--- src/rtl/spell_wb_host.sv ---
// Wishbone classic initiator for the spell register slave: turns read/write/poll commands into
// single-beat bus transactions with ack timeout, poll loop and a registered response stream.
module spell_wb_host #(
  parameter logic [31:0] BASE_ADDR      = 32'h3000_0000,
  parameter int unsigned TIMEOUT_CYCLES = 16,
  parameter int unsigned POLL_LIMIT     = 255,
  parameter int unsigned POLL_GAP       = 4
) (
  input  logic        clock,
  input  logic        reset,
  input  logic        cmd_valid,
  output logic        cmd_ready,
  input  logic [1:0]  cmd_op,
  input  logic [23:0] cmd_addr,
  input  logic [31:0] cmd_data,
  output logic        rsp_valid,
  input  logic        rsp_ready,
  output logic [31:0] rsp_data,
  output logic        rsp_err,
  output logic        busy,
  output logic        o_wb_cyc,
  output logic        o_wb_stb,
  output logic        o_wb_we,
  output logic [31:0] o_wb_addr,
  output logic [31:0] o_wb_data,
  input  logic        i_wb_ack,
  input  logic [31:0] i_wb_data
);

  typedef enum logic [1:0] {StIdle, StBus, StGap, StResp} state_e;

  localparam logic [1:0] OpRead    = 2'd0;
  localparam logic [1:0] OpWrite   = 2'd1;
  localparam logic [1:0] OpPoll    = 2'd2;
  localparam logic [1:0] OpIllegal = 2'd3;

  localparam logic [7:0] TO_LAST   = 8'(TIMEOUT_CYCLES - 1);
  localparam logic [7:0] POLL_LAST = 8'(POLL_LIMIT);
  localparam logic [3:0] GAP_LAST  = 4'(POLL_GAP - 1);

  state_e      r_state, w_state;
  logic [1:0]  r_op, w_op;
  logic [31:0] r_mask, w_mask;
  logic [7:0]  r_to_cnt, w_to_cnt;
  logic [7:0]  r_poll_cnt, w_poll_cnt;
  logic [3:0]  r_gap_cnt, w_gap_cnt;
  logic        r_cmd_ready, w_cmd_ready;
  logic        r_rsp_valid, w_rsp_valid;
  logic [31:0] r_rsp_data, w_rsp_data;
  logic        r_rsp_err, w_rsp_err;
  logic        r_busy, w_busy;
  logic        r_cyc, w_cyc;
  logic        r_we, w_we;
  logic [31:0] r_addr, w_addr;
  logic [31:0] r_wdata, w_wdata;

  always_comb begin
    w_state     = r_state;
    w_op        = r_op;
    w_mask      = r_mask;
    w_to_cnt    = r_to_cnt;
    w_poll_cnt  = r_poll_cnt;
    w_gap_cnt   = r_gap_cnt;
    w_rsp_valid = r_rsp_valid;
    w_rsp_data  = r_rsp_data;
    w_rsp_err   = r_rsp_err;
    w_cyc       = r_cyc;
    w_we        = r_we;
    w_addr      = r_addr;
    w_wdata     = r_wdata;

    unique case (r_state)
      StIdle: begin
        if (cmd_valid && r_cmd_ready) begin
          if (cmd_op == OpIllegal) begin
            w_state     = StResp;
            w_rsp_valid = 1'b1;
            w_rsp_data  = '0;
            w_rsp_err   = 1'b1;
          end else begin
            w_state    = StBus;
            w_op       = cmd_op;
            w_mask     = cmd_data;
            w_cyc      = 1'b1;
            w_we       = (cmd_op == OpWrite);
            w_addr     = BASE_ADDR | {8'b0, cmd_addr};
            w_wdata    = (cmd_op == OpWrite) ? cmd_data : '0;
            w_to_cnt   = '0;
            w_poll_cnt = 8'd1;
          end
        end
      end

      StBus: begin
        // Ack only counts while the strobe is up; the slave's trailing ack is stale.
        if (i_wb_ack && r_cyc) begin
          w_cyc = 1'b0;
          w_we  = 1'b0;
          unique case (r_op)
            OpWrite: begin
              w_state     = StResp;
              w_rsp_valid = 1'b1;
              w_rsp_data  = '0;
              w_rsp_err   = 1'b0;
            end
            OpPoll: begin
              if ((i_wb_data & r_mask) == '0 || r_poll_cnt == POLL_LAST) begin
                w_state     = StResp;
                w_rsp_valid = 1'b1;
                w_rsp_data  = i_wb_data;
                w_rsp_err   = ((i_wb_data & r_mask) != '0);
              end else begin
                w_state   = StGap;
                w_gap_cnt = '0;
              end
            end
            default: begin
              w_state     = StResp;
              w_rsp_valid = 1'b1;
              w_rsp_data  = i_wb_data;
              w_rsp_err   = 1'b0;
            end
          endcase
        end else if (r_to_cnt == TO_LAST) begin
          w_cyc       = 1'b0;
          w_we        = 1'b0;
          w_state     = StResp;
          w_rsp_valid = 1'b1;
          w_rsp_data  = '0;
          w_rsp_err   = 1'b1;
        end else begin
          w_to_cnt = r_to_cnt + 8'd1;
        end
      end

      StGap: begin
        if (r_gap_cnt == GAP_LAST) begin
          w_state    = StBus;
          w_cyc      = 1'b1;
          w_poll_cnt = r_poll_cnt + 8'd1;
          w_to_cnt   = '0;
        end else begin
          w_gap_cnt = r_gap_cnt + 4'd1;
        end
      end

      StResp: begin
        if (r_rsp_valid && rsp_ready) begin
          w_state     = StIdle;
          w_rsp_valid = 1'b0;
        end
      end

      default: w_state = StIdle;
    endcase

    w_cmd_ready = (w_state == StIdle);
    w_busy      = (w_state != StIdle);
  end

  always_ff @(posedge clock or negedge reset) begin
    if (!reset) begin
      r_state     <= StIdle;
      r_op        <= OpRead;
      r_mask      <= '0;
      r_to_cnt    <= '0;
      r_poll_cnt  <= '0;
      r_gap_cnt   <= '0;
      r_cmd_ready <= 1'b0;
      r_rsp_valid <= 1'b0;
      r_rsp_data  <= '0;
      r_rsp_err   <= 1'b0;
      r_busy      <= 1'b0;
      r_cyc       <= 1'b0;
      r_we        <= 1'b0;
      r_addr      <= '0;
      r_wdata     <= '0;
    end else begin
      r_state     <= w_state;
      r_op        <= w_op;
      r_mask      <= w_mask;
      r_to_cnt    <= w_to_cnt;
      r_poll_cnt  <= w_poll_cnt;
      r_gap_cnt   <= w_gap_cnt;
      r_cmd_ready <= w_cmd_ready;
      r_rsp_valid <= w_rsp_valid;
      r_rsp_data  <= w_rsp_data;
      r_rsp_err   <= w_rsp_err;
      r_busy      <= w_busy;
      r_cyc       <= w_cyc;
      r_we        <= w_we;
      r_addr      <= w_addr;
      r_wdata     <= w_wdata;
    end
  end

  assign cmd_ready = r_cmd_ready;
  assign rsp_valid = r_rsp_valid;
  assign rsp_data  = r_rsp_data;
  assign rsp_err   = r_rsp_err;
  assign busy      = r_busy;
  assign o_wb_cyc  = r_cyc;
  assign o_wb_stb  = r_cyc;
  assign o_wb_we   = r_we;
  assign o_wb_addr = r_addr;
  assign o_wb_data = r_wdata;

endmodule

--- config.mk ---
export PLATFORM = sky130hd
export DESIGN_NAME = spell_wb_host
export DESIGN_NICKNAME = d
export VERILOG_FILES = /design/src/rtl/spell_wb_host.sv
export SDC_FILE = /design/constraint.sdc
export NUM_CORES = 1
export LEC_CHECK = 0
export ABC_AREA = 1
export CORE_MARGIN = 1
export CORE_UTILIZATION = 43
export CTS_BUF_LIST = sky130_fd_sc_hd__clkbuf_8 sky130_fd_sc_hd__clkbuf_16
export DETAILED_ROUTE_END_ITERATION = 8
export GPL_TIMING_DRIVEN = 0
export PLACE_DENSITY = 0.84
export SYNTH_ARGS = -nofsm -noshare
export SYNTH_HDL_FRONTEND = slang
export SYNTH_SLANG_ARGS = --single-unit
--- constraint.sdc ---
create_clock -name clock -period 1.68 [get_ports clock]
set_clock_uncertainty 0.05 [all_clocks]
set_input_delay 0.42 -clock clock [delete_from_list [all_inputs] [get_ports clock]]
set_output_delay 0.42 -clock clock [all_outputs]
set_load 0.01 [all_outputs]
After elaboration in Yosys (flattened, before gate mapping). Cells that the tools add are included.

Bits in registers: 151. Bits of input ports: 95. Output and inout port bits: 103. Word-level logic and storage cells: 118.

Add/sub/neg operators: 3. Eq/ne operators: 23. Multiplexer cells: 53. Bitwise logic cells: 2. Reductions and logical operators: 22.

Operators with widths (number): two-way mux 32 bit (6); case mux 32 bit (2 select lines) (2); two-way mux 8 bit (8); AND 32 bit (1); zero test 32 bit (1); nonzero test 32 bit (1); case mux 8 bit (3 select lines) (1); inequality test 2 bit, second input constant (10); two-way mux 1 bit (19); adder 8 x 1 -> 8 bit, second input constant (2); two-way mux 4 bit (4); case mux 8 bit (2 select lines) (1); AND reduction 5 bit (3); two-way mux 2 bit (6); AND reduction 6 bit (2); equality test 2 bit, second input constant (4); equality test 8 x 4 -> 1 bit, second input constant (1); equality test 8 bit, second input constant (1); case mux 2 bit (4 select lines) (1); case mux 4 bit (2 select lines) (1); AND reduction 4 bit (2); nonzero test 2 bit (4); equality test 2 x 1 -> 1 bit, second input constant (3); case mux 1 bit (3 select lines) (2); other kinds (12) (17).

Depth between registers and ports, before layout.
Word-level depth: 8. Gate-level depth with buffers: 12. Mapped depth without buffers: 11.

Worst setup path after synthesis. OpenSTA, ideal clock, no wires.

Path kind: register to register. Start point: register r_gap_cnt[0] (netlist name). End point: register r_rsp_data[13] (netlist: rsp_data[13]). Library setup time: 0.124 ns. Arrival time: 1.547 ns. Required time: 1.506 ns. Setup slack: -0.041 ns. Stages on the path, launching flop included: 12. Clock period less this slack: 1.721 ns. Path through: dfrtp_1 -> ha_1 -> nand3_1 -> nand2_2 -> inv_2 -> nor2_1 -> nor2_2 -> nand3_2 -> nand2_2 -> buf_6 -> buf_4 -> o21ai_1.

RTL lines: to (signal assigned) (line 187) `r_rsp_data <= w_rsp_data;`; to (decl) (line 49) `logic [31:0] r_rsp_data, w_rsp_data;`.

Worst setup path after layout.
Start point: register r_state[1]. End point: register r_rsp_data[20] (netlist: rsp_data[20]).

Longest elaborated chain between the ends: 3.

RTL lines: from (decl) (line 41) `state_e r_state, w_state;`; from (signal assigned) (line 163) `r_state <= StIdle;`; from (signal assigned) (line 179) `r_state <= w_state;`; equality test 2 x 1 -> 1 bit or zero test 2 bit (tied branches) (line 72) `unique case (r_state)`; inequality test 4 bit (no line), or another cell as far along; AND reduction 5 bit (no line).

Several ways; a longest one is shown, not always the timed one. A chain may end at the register's enable or synchronous reset.

==> metrics.txt <==
slack of the worst reg-to-reg path=-0.13 ns; die area=15720 um2; hold path start=i_wb_data[21]; H-tree levels=4; flops & latches, synth=151; die span in y=125.4 um; final setup vio count=41; Synth area leaders=dfrtp_1 58%, nand2_1 20%, o21ai_0 4.1%; Core Box Area=14700 um2; Synth Flop Type=dfrtp_1; Post-Synthesis Mean Instance Area=8.503 um2; starting DRC count in detailed routing=383; drt pass-1 iters=7; final WL=20190 um; CP endpoint kind=flop; failing checks=design-rule violations, negative setup slack; nets=1113; Horiz. Die Dim=125.4 um; Synth async-reset ratio=100.0%; Initial Util=44.54%; Clock Latency Late Sink=0.43 ns; Yosys warning count=0; post-synth top area share=57.71%; Port Buffers=191; Power Dens Cells=1883 nW/um2; Unique masters post-synth=28; hold slack=0.3177 ns; Detail Route Antenna Nets=0; fin util=67.30%; clock buffer depth=2; setup slack after layout=-0.1345 ns; DP HPWL=13700 um; FP Rows=44; GRT Total Usage=25.55%; first-pass GRT wire length=31040 um; FF-to-FF path depth=12; peak supply drop=1011 uV; Hold Crit Depth=3; CP arrival=2.11 ns; Final Max Tran Viols=0; Post-synth EDFFs=0; cell area after layout=9892 um2; TNS Setup=-3.927 ns; total power=18.63 mW; clock sinks=151; CTS tree=yes; Post-Synthesis Cells=770; outcome=complete, but fails checks; antenna cells=0; wire per inst=16.67 um; post-place setup slack=-0.6733 ns; drt via density=5.161; sequential share of the synthesized area=57.71%; Critical Path RT=1.98 ns; Final Hold Viols=0; area delta synth->final=51.08%; GP Congestion=0.8301; R2R Path Start=r_state[1]; Worst Path Class, Setup=flop to flop; worst-path fanout max=5; I/O pins=198; CTS buffer count=17; vias in the first global route=6169; actual slew at the worst max-slew pin=0.5770 ns; Highest Clock Rate=551.1 MHz; fin cells=1211; max cap viols=0; total number of vias=6250; Post-Place Cells=1151; FF-to-FF End=rsp_data[20]; Pleak=5.102 nW; clock transition at the registers of the reported paths=0.06 ns; Rel. slew slack=61.54%; cell taking the most area after synthesis=dfrtp_1; root buf cell=clkbuf_16; # DRC=8; synthesized area=6548 um2; initial antenna violation count=0; min Tclk post-route=1.815 ns; layout cells sized above 1=18.50%; critical path launch point type=flop; largest net degree at the start of global routing=92; unrepaired setup endpoints after global routing=yes; period utilisation layout=108.0%; Hold EP=rsp_data[21]; Min-Delay Path Class=primary input to flop; DP Area=8750 um2; Congestion Overflow GR=0
-- layer usage --
layer / up-vias / track usage [%] / part of all wire [%]
met5: - / 0 / 0
met4: 0 / 13.06 / 3.5
met2: 245 / 40.52 / 48
met1: 2985 / 32.24 / 41
li1: 2968 / - / -
met3: 52 / 6.932 / 7.2
-- cell type report --
type,count,area [um2]
well taps,184,230.2
repair buffers,221,2069
inverters,33,128.9
fillers,1188,4807
flip-flops and latches,151,3780
clock inverters,9,122.6
multi-input cells,547,2755
clock buffers,22,494.2
plain buffers,44,311.5
-- kinds of logic after synthesis --
group                      Yosys count  synth area share (%)
AOI/OAI and AO/OA                  119                 10.49
xor gates and xnor gates             6                0.8027
DFF                                151                 57.71
and+or+nand+nor                    412                 24.71
buffers and inverters               78                 5.656
other                                1               0.05727
adders and majority gates            3                0.5733
-- what timing repair did --
item                                    4_1_cts  5_1_grt
pin swaps                                     6       12
gates resized for setup                     171      101
hold buffers                                  1        0
endpoints found under the hold margin        60        0
gates cloned                                  5        1
endpoints found under the setup margin      240      144
setup buffers                                10       13
-- worst max path at each step --
stage,slack (ns),end,depth (start not counted),start
2_1_floorplan,0.03,rsp_data[10],12,r_gap_cnt[0]
3_3_place_gp,-5.85,o_wb_addr[17],1,reset
3_5_place_dp,-0.67,o_wb_data[28],10,cmd_valid
4_1_cts,-0.08,rsp_data[25],11,r_poll_cnt[0]
5_1_grt,-0.20,rsp_data[6],12,r_to_cnt[1]
6_report,-0.13,rsp_data[20],12,r_state[1]
-- sequential cells by signal, indices dropped and copies added, names as in the netlist --
name and flops:
busy 1, r_mask 32, rsp_data 32, cmd_ready 1, o_wb_we 1, rsp_err 1, o_wb_addr 25, r_gap_cnt 4
r_poll_cnt 8, r_state 2, r_op 2, rsp_valid 1, o_wb_data 32, o_wb_cyc 1, r_to_cnt 8
-- critical path, stage by stage, from the launching register on --
cell and delay [ns]:
dfrtp_1 0.44, inv_2 0.11, nor2_4 0.18, nand2_4 0.10
inv_4 0.09, nor2_4 0.04, nor2_4 0.12, nand3_2 0.10
nand2_4 0.11, buf_6 0.14, buf_6 0.13, nand2_1 0.05
o21ai_1 0.08
-- Yosys cell counts (2+ instances only) --
cell	count
xnor2_1	3
o31ai_1	4
inv_1	30
nand4_1	5
o21ai_1	24
nand2_2	3
nor3_1	8
o21ai_0	53
dfrtp_1	151
or2_2	2
xor2_1	3
a21oi_1	5
nor2_1	27
buf_4	9
and3_1	2
ha_1	3
buf_6	4
clkbuf_1	21
inv_2	3
nand2_1	350
o211ai_1	32
nand3_1	12
buf_2	11
-- placed cells by master (no fill, tap or decap), types with 3 or more instances in the layout --
cell and n:
clkbuf_8 5, ha_2 3, o211ai_1 32, nor2_1 19
a21oi_1 5, nand2_1 309, nand2_4 10, clkdlybuf4s50_1 87
clkbuf_2 13, conb_1 6, nand3_1 9, nand4_1 5
clkinv_2 4, inv_2 6, clkbuf_1 8, o21ai_2 15
nor2_4 6, nand2_2 33, inv_1 26, nor3_1 7
nor2_2 4, dlygate4sd2_1 97, dfrtp_1 150, xnor2_1 3
o21ai_0 36, xor2_1 3, bufinv_16 3, clkbuf_16 17
o21ai_1 26, buf_6 20, dlymetal6s2s_1 4, buf_4 31
nand3_2 3
-- where the power goes --
| group | switching [mW] | internal, mW |
|---|---|---|
| sequential | 1.02 | 5.10 |
| clock | 1.47 | 2.51 |
| combinational | 4.96 | 3.56 |
| total | 7.46 | 11.2 |
(Power assumes the default switching activity.)
==> RTL change 1 (same flow settings) <==
Re-encode `state_e` (4 states) as Gray code, 2 bits wide.
--- a/src/rtl/spell_wb_host.sv
+++ b/src/rtl/spell_wb_host.sv
@@ -28,5 +28,5 @@
 );
 
-  typedef enum logic [1:0] {StIdle, StBus, StGap, StResp} state_e;
+  typedef enum logic [1:0] {StIdle = 2'b00, StBus = 2'b01, StGap = 2'b11, StResp = 2'b10} state_e;
 
   localparam logic [1:0] OpRead    = 2'd0;
Function: no difference found for any inputs over 4 cycles, from zero or initial values and one cycle with reset low; so few cycles prove little.
==> RTL change 1 against the original RTL <==
The flow finishes with violations (negative setup slack); sequential cell count stayed put; routed wire length is 2.9% higher; design area is 3.0% higher; power is 4.0% lower; global-route usage is 0.47 points higher; synthesized area is 3.2% higher; worst setup slack worse by 0.020 ns; critical endpoint is now rsp_data[27]; largest power group unchanged.
==> RTL change 1: results <==
export IMPL_r2r_start="r_mask[21]"
export IMPL_htreeDepth=4
export IMPL_cts_made_buffers=17
export IMPL_clk_path_buf_depth=2
export IMPL_reg2reg_depth=12
export IMPL_yosysSeqAreaShare_pct=55.9
export IMPL_power_leakage_uw=0.00554
export IMPL_drt_iter0_drc=438
export IMPL_finalSetupTns_ns=-5.39
export IMPL_detailedPlace_worstSlack_ns=-0.805
export IMPL_fillers=1186
export IMPL_path_max_fanout=8
export IMPL_relSlewSlack_pct=60.7
export IMPL_fin_ws_ns=-0.155
export IMPL_wl_per_cell_um=15.9
export IMPL_avgViaCountPerCell=5.00
export IMPL_finalSetupViolCount=57
export IMPL_drt_pre_antenna_iters=5
export IMPL_p_switching_uw=7260
export IMPL_grt_pass1_vias=6447
export IMPL_path_clk_slew_ns=0.06
export IMPL_grt_pass1_wl_um=32400
export IMPL_root_buffer="clkbuf_16"
export IMPL_clock_latency_ns=0.44
export IMPL_io_buffers=191
export IMPL_synthTopCellsByArea="dfrtp_1, nand2_1, nand4_1, o21ai_0, inv_1"
export IMPL_regArea_sq_um=3780
export IMPL_gp_congestion=0.852
export IMPL_hpwl_um=13700
export IMPL_final_nets=1177
export IMPL_drive_gt1_share_pct=17.5
export IMPL_grt_max_degree=94
export IMPL_place_area_sq_um=8980
export IMPL_hold_class="primary input to register"
export IMPL_min_path_cells=5
export IMPL_max_cap_violations=0
export IMPL_violations="negative setup slack"
export IMPL_regToRegEndpoint="rsp_data[27]"
export IMPL_holdCritStartpoint="i_wb_data[2]"
export IMPL_synth_warnings=0
export IMPL_ys_types=29
export IMPL_antenna_found_initial=1
export IMPL_grt_usage_pct=26.0
export IMPL_ff2ff_setup_slack_ns=-0.15
export IMPL_synthArstFlopShare_pct=100
export IMPL_synth_top_cells_by_count="nand2_1, dfrtp_1, inv_1"
export IMPL_outcome="finished, violations left"
export IMPL_ir_drop_uv=938
export IMPL_worstPathArrival_ns=2.10
export IMPL_min_to="rsp_data[2]"
==> RTL change 1: worst max-delay path by stage <==
stage / slack, ns / cells past startpoint / start / to
floorplan: 0.13 / 8 / r_gap_cnt[0] / r_to_cnt[3]
global placement: -5.91 / 1 / reset / o_wb_addr[10]
finish: -0.15 / 12 / r_mask[21] / rsp_data[27]
detailed placement: -0.80 / 7 / cmd_op[0] / rsp_data[27]
CTS: -0.12 / 10 / r_poll_cnt[0] / rsp_data[9]
global route: -0.24 / 12 / r_mask[15] / rsp_data[8]
==> RTL change 1: cell type report <==
cell class	count	area share [%]
plain buffers	46	4.12
clock buffers	20	4.58
flip-flops and latches	151	37.1
diodes	1	0.0246
well taps	211	2.59
inverters	66	2.63
clock inverters	12	0.786
multi-input cells	574	27.4
repair buffers	223	20.7
==> RTL change 1: worst max-delay path, stage by stage, from the launching register on <==
cell and delay [ns]:
dfrtp_1 0.43, nand2_1 0.10, nand2_1 0.07, nor2_1 0.10, nand2_1 0.06, nor2_1 0.11, nand2_2 0.10, nand4_4 0.12
buf_6 0.11, nand3_4 0.17, buf_6 0.20, nand2_1 0.05, nand2_1 0.05
==> RTL change 1: cell families (layout without fill, tap and decap cells) <==
kind of cell	Yosys count	after routing	synth area share (%)
buf+inv	112	367	7.68
compound gates	64	64	4.89
other cells	1	7	0.0555
flops	151	151	55.9
xor+xnor	5	5	0.648
fa+ha+maj	3	3	0.555
simple gates	496	496	30.3
==> RTL change 1: per-layer routing <==
layer | vias to the layer above | global-route usage (%) | part of all wire, %
met5 | - | 0 | 0
met4 | 0 | 15.5 | 5.0
met3 | 74 | 6.20 | 6.1
met2 | 277 | 41.5 | 47
met1 | 3053 | 32.3 | 42
li1 | 3114 | - | -
==> RTL change 1: power by group through the flow <==
stage / sequential (uW) / clock [uW] / combinational, uW
final: 6050 / 3540 / 8290
after global routing: 6200 / 3750 / 9090
after CTS: 5960 / 3560 / 7300
after detailed placement: 5990 / 0 / 7040
after global placement: 5960 / 0 / 6880
after floorplan: 6210 / 0 / 3460
==> RTL change 1: what timing repair did <==
| action | 4_1_cts | 5_1_grt |
|---|---|---|
| setup endpoints to repair | 242 | 146 |
| gates cloned | 3 | 0 |
| hold buffers | 1 | 0 |
| pin swaps | 5 | 29 |
| hold endpoints to repair | 58 | 0 |
| resized for setup | 181 | 121 |
| setup buffers | 13 | 14 |
==> RTL change 1: stage by stage <==
step	hold WS [ns]	std cells
6_report	0.331	1304
3_3_place_gp	0.407	1239
4_1_cts	0.384	1289
2_1_floorplan	0.0744	837
3_5_place_dp	0.389	1240
5_1_grt	0.373	1304
==> RTL change 2 (config.mk and constraints unchanged) <==
Made on the original files. `POLL_LIMIT`: 255 -> 128.
--- a/src/rtl/spell_wb_host.sv
+++ b/src/rtl/spell_wb_host.sv
@@ -4,5 +4,5 @@
   parameter logic [31:0] BASE_ADDR      = 32'h3000_0000,
   parameter int unsigned TIMEOUT_CYCLES = 16,
-  parameter int unsigned POLL_LIMIT     = 255,
+  parameter int unsigned POLL_LIMIT     = 128,
   parameter int unsigned POLL_GAP       = 4
 ) (
Behaviour: same outputs for any inputs over 4 cycles, from zero or initial values and one cycle with reset low; that may be too few to reach the edited logic, so the function may still have changed.
==> RTL change 2 against the original RTL <==
The run ends with negative setup slack left; routed wire length down 2.4%; critical path type unchanged; power down 4.6%; sequential cell count unchanged; highest routed layer unchanged; clock power down 3%; design area up 0.10%; worst setup slack better by 0.093 ns; first-iteration DRC count up 22%; largest cell class unchanged; synthesized area up 3.1%.
==> RTL change 2: results <==
export IMPL_instances_no_fill=1292
export IMPL_grt_usage_pct=25.1
export IMPL_gp_congestion=0.869
export IMPL_wl_met1_um=8340
export IMPL_buffer_area_share_pct=23.4
export IMPL_finalSetupTns_ns=-0.476
export IMPL_worstPathArrival_ns=2.03
export IMPL_switching_share_pct=39.7
export IMPL_clock_buffers=18
export IMPL_synth_fa_ha_area_share_pct=0.741
export IMPL_vias=6290
export IMPL_place_area_sq_um=8980
export IMPL_path_max_fanout=7
export IMPL_final_nets=1165
export IMPL_ir_drop_uv=921
export IMPL_routed_wl_met3_um=1150
export IMPL_fillers=1260
export IMPL_grt_pass1_vias=6150
export IMPL_detailedPlace_worstSlack_ns=-0.614
export IMPL_design_seq_count=151
export IMPL_max_slew_worst_pin_slew_ns=0.530
export IMPL_nNonClkBuffers=255
export IMPL_power_leakage_uw=0.00540
export IMPL_antenna_found_initial=2
export IMPL_drt_iter0_drc=467
export IMPL_outcome="finished, violations left"
export IMPL_met2_length_um=9390
export IMPL_violations="negative setup slack"
export IMPL_pwr_share_clk_pct=21.7
export IMPL_synthTopCellsByArea="dfrtp_1, nand2_1, nand3_1, inv_1, nor2_1"
export IMPL_n_antenna_cell=2
export IMPL_yosysSeqAreaShare_pct=56.0
export IMPL_synth_compound_gate_area_share_pct=4.85
export IMPL_ctsResizeCount=152
export IMPL_synth_xor_area_share_pct=1.04
export IMPL_seq_power_uw=6030
export IMPL_grt_pass1_wl_um=30900
export IMPL_finalSetupViolCount=25
export IMPL_use_met2_pct=41.7
export IMPL_use_met1_pct=30.7
export IMPL_clk_share_pct=6.05
export IMPL_grt_use_met3_pct=5.57
export IMPL_ys_types=31
export IMPL_p_total_uw=17800
export IMPL_drive_gt1_share_pct=15.3
export IMPL_wl_per_cell_um=15.2
export IMPL_hpwl_um=14100
export IMPL_fin_ws_ns=-0.0411
RTL change 2: cell types whose count changed in the layout (fill, tap and decap cells not counted), sizes merged, moves of 6 or more:
cell | before | now
buf | 53 | 60
clkbuf | 45 | 23
clkdlybuf4s50 | 87 | 75
clkinvlp | 0 | 6
dlygate4sd2 | 97 | 109
inv | 34 | 62
nand2 | 354 | 380
nand3 | 13 | 49
nor2 | 29 | 58
o211ai | 32 | 0
o21ai | 77 | 47
RTL change 2: final timing paths:
check	from	endpoint	slack [ns]	cells past startpoint
worst min register to register	rsp_data[1]	rsp_data[1]	0.42	2
worst max register to register	r_poll_cnt[0]	rsp_data[14]	-0.04	10
max in group asynchronous	reset	r_state[0]	0.27	3
worst min-delay path	i_wb_data[16]	rsp_data[16]	0.36	5
worst max-delay path	r_poll_cnt[0]	rsp_data[14]	-0.04	10
min in group asynchronous	reset	rsp_data[11]	0.44	2
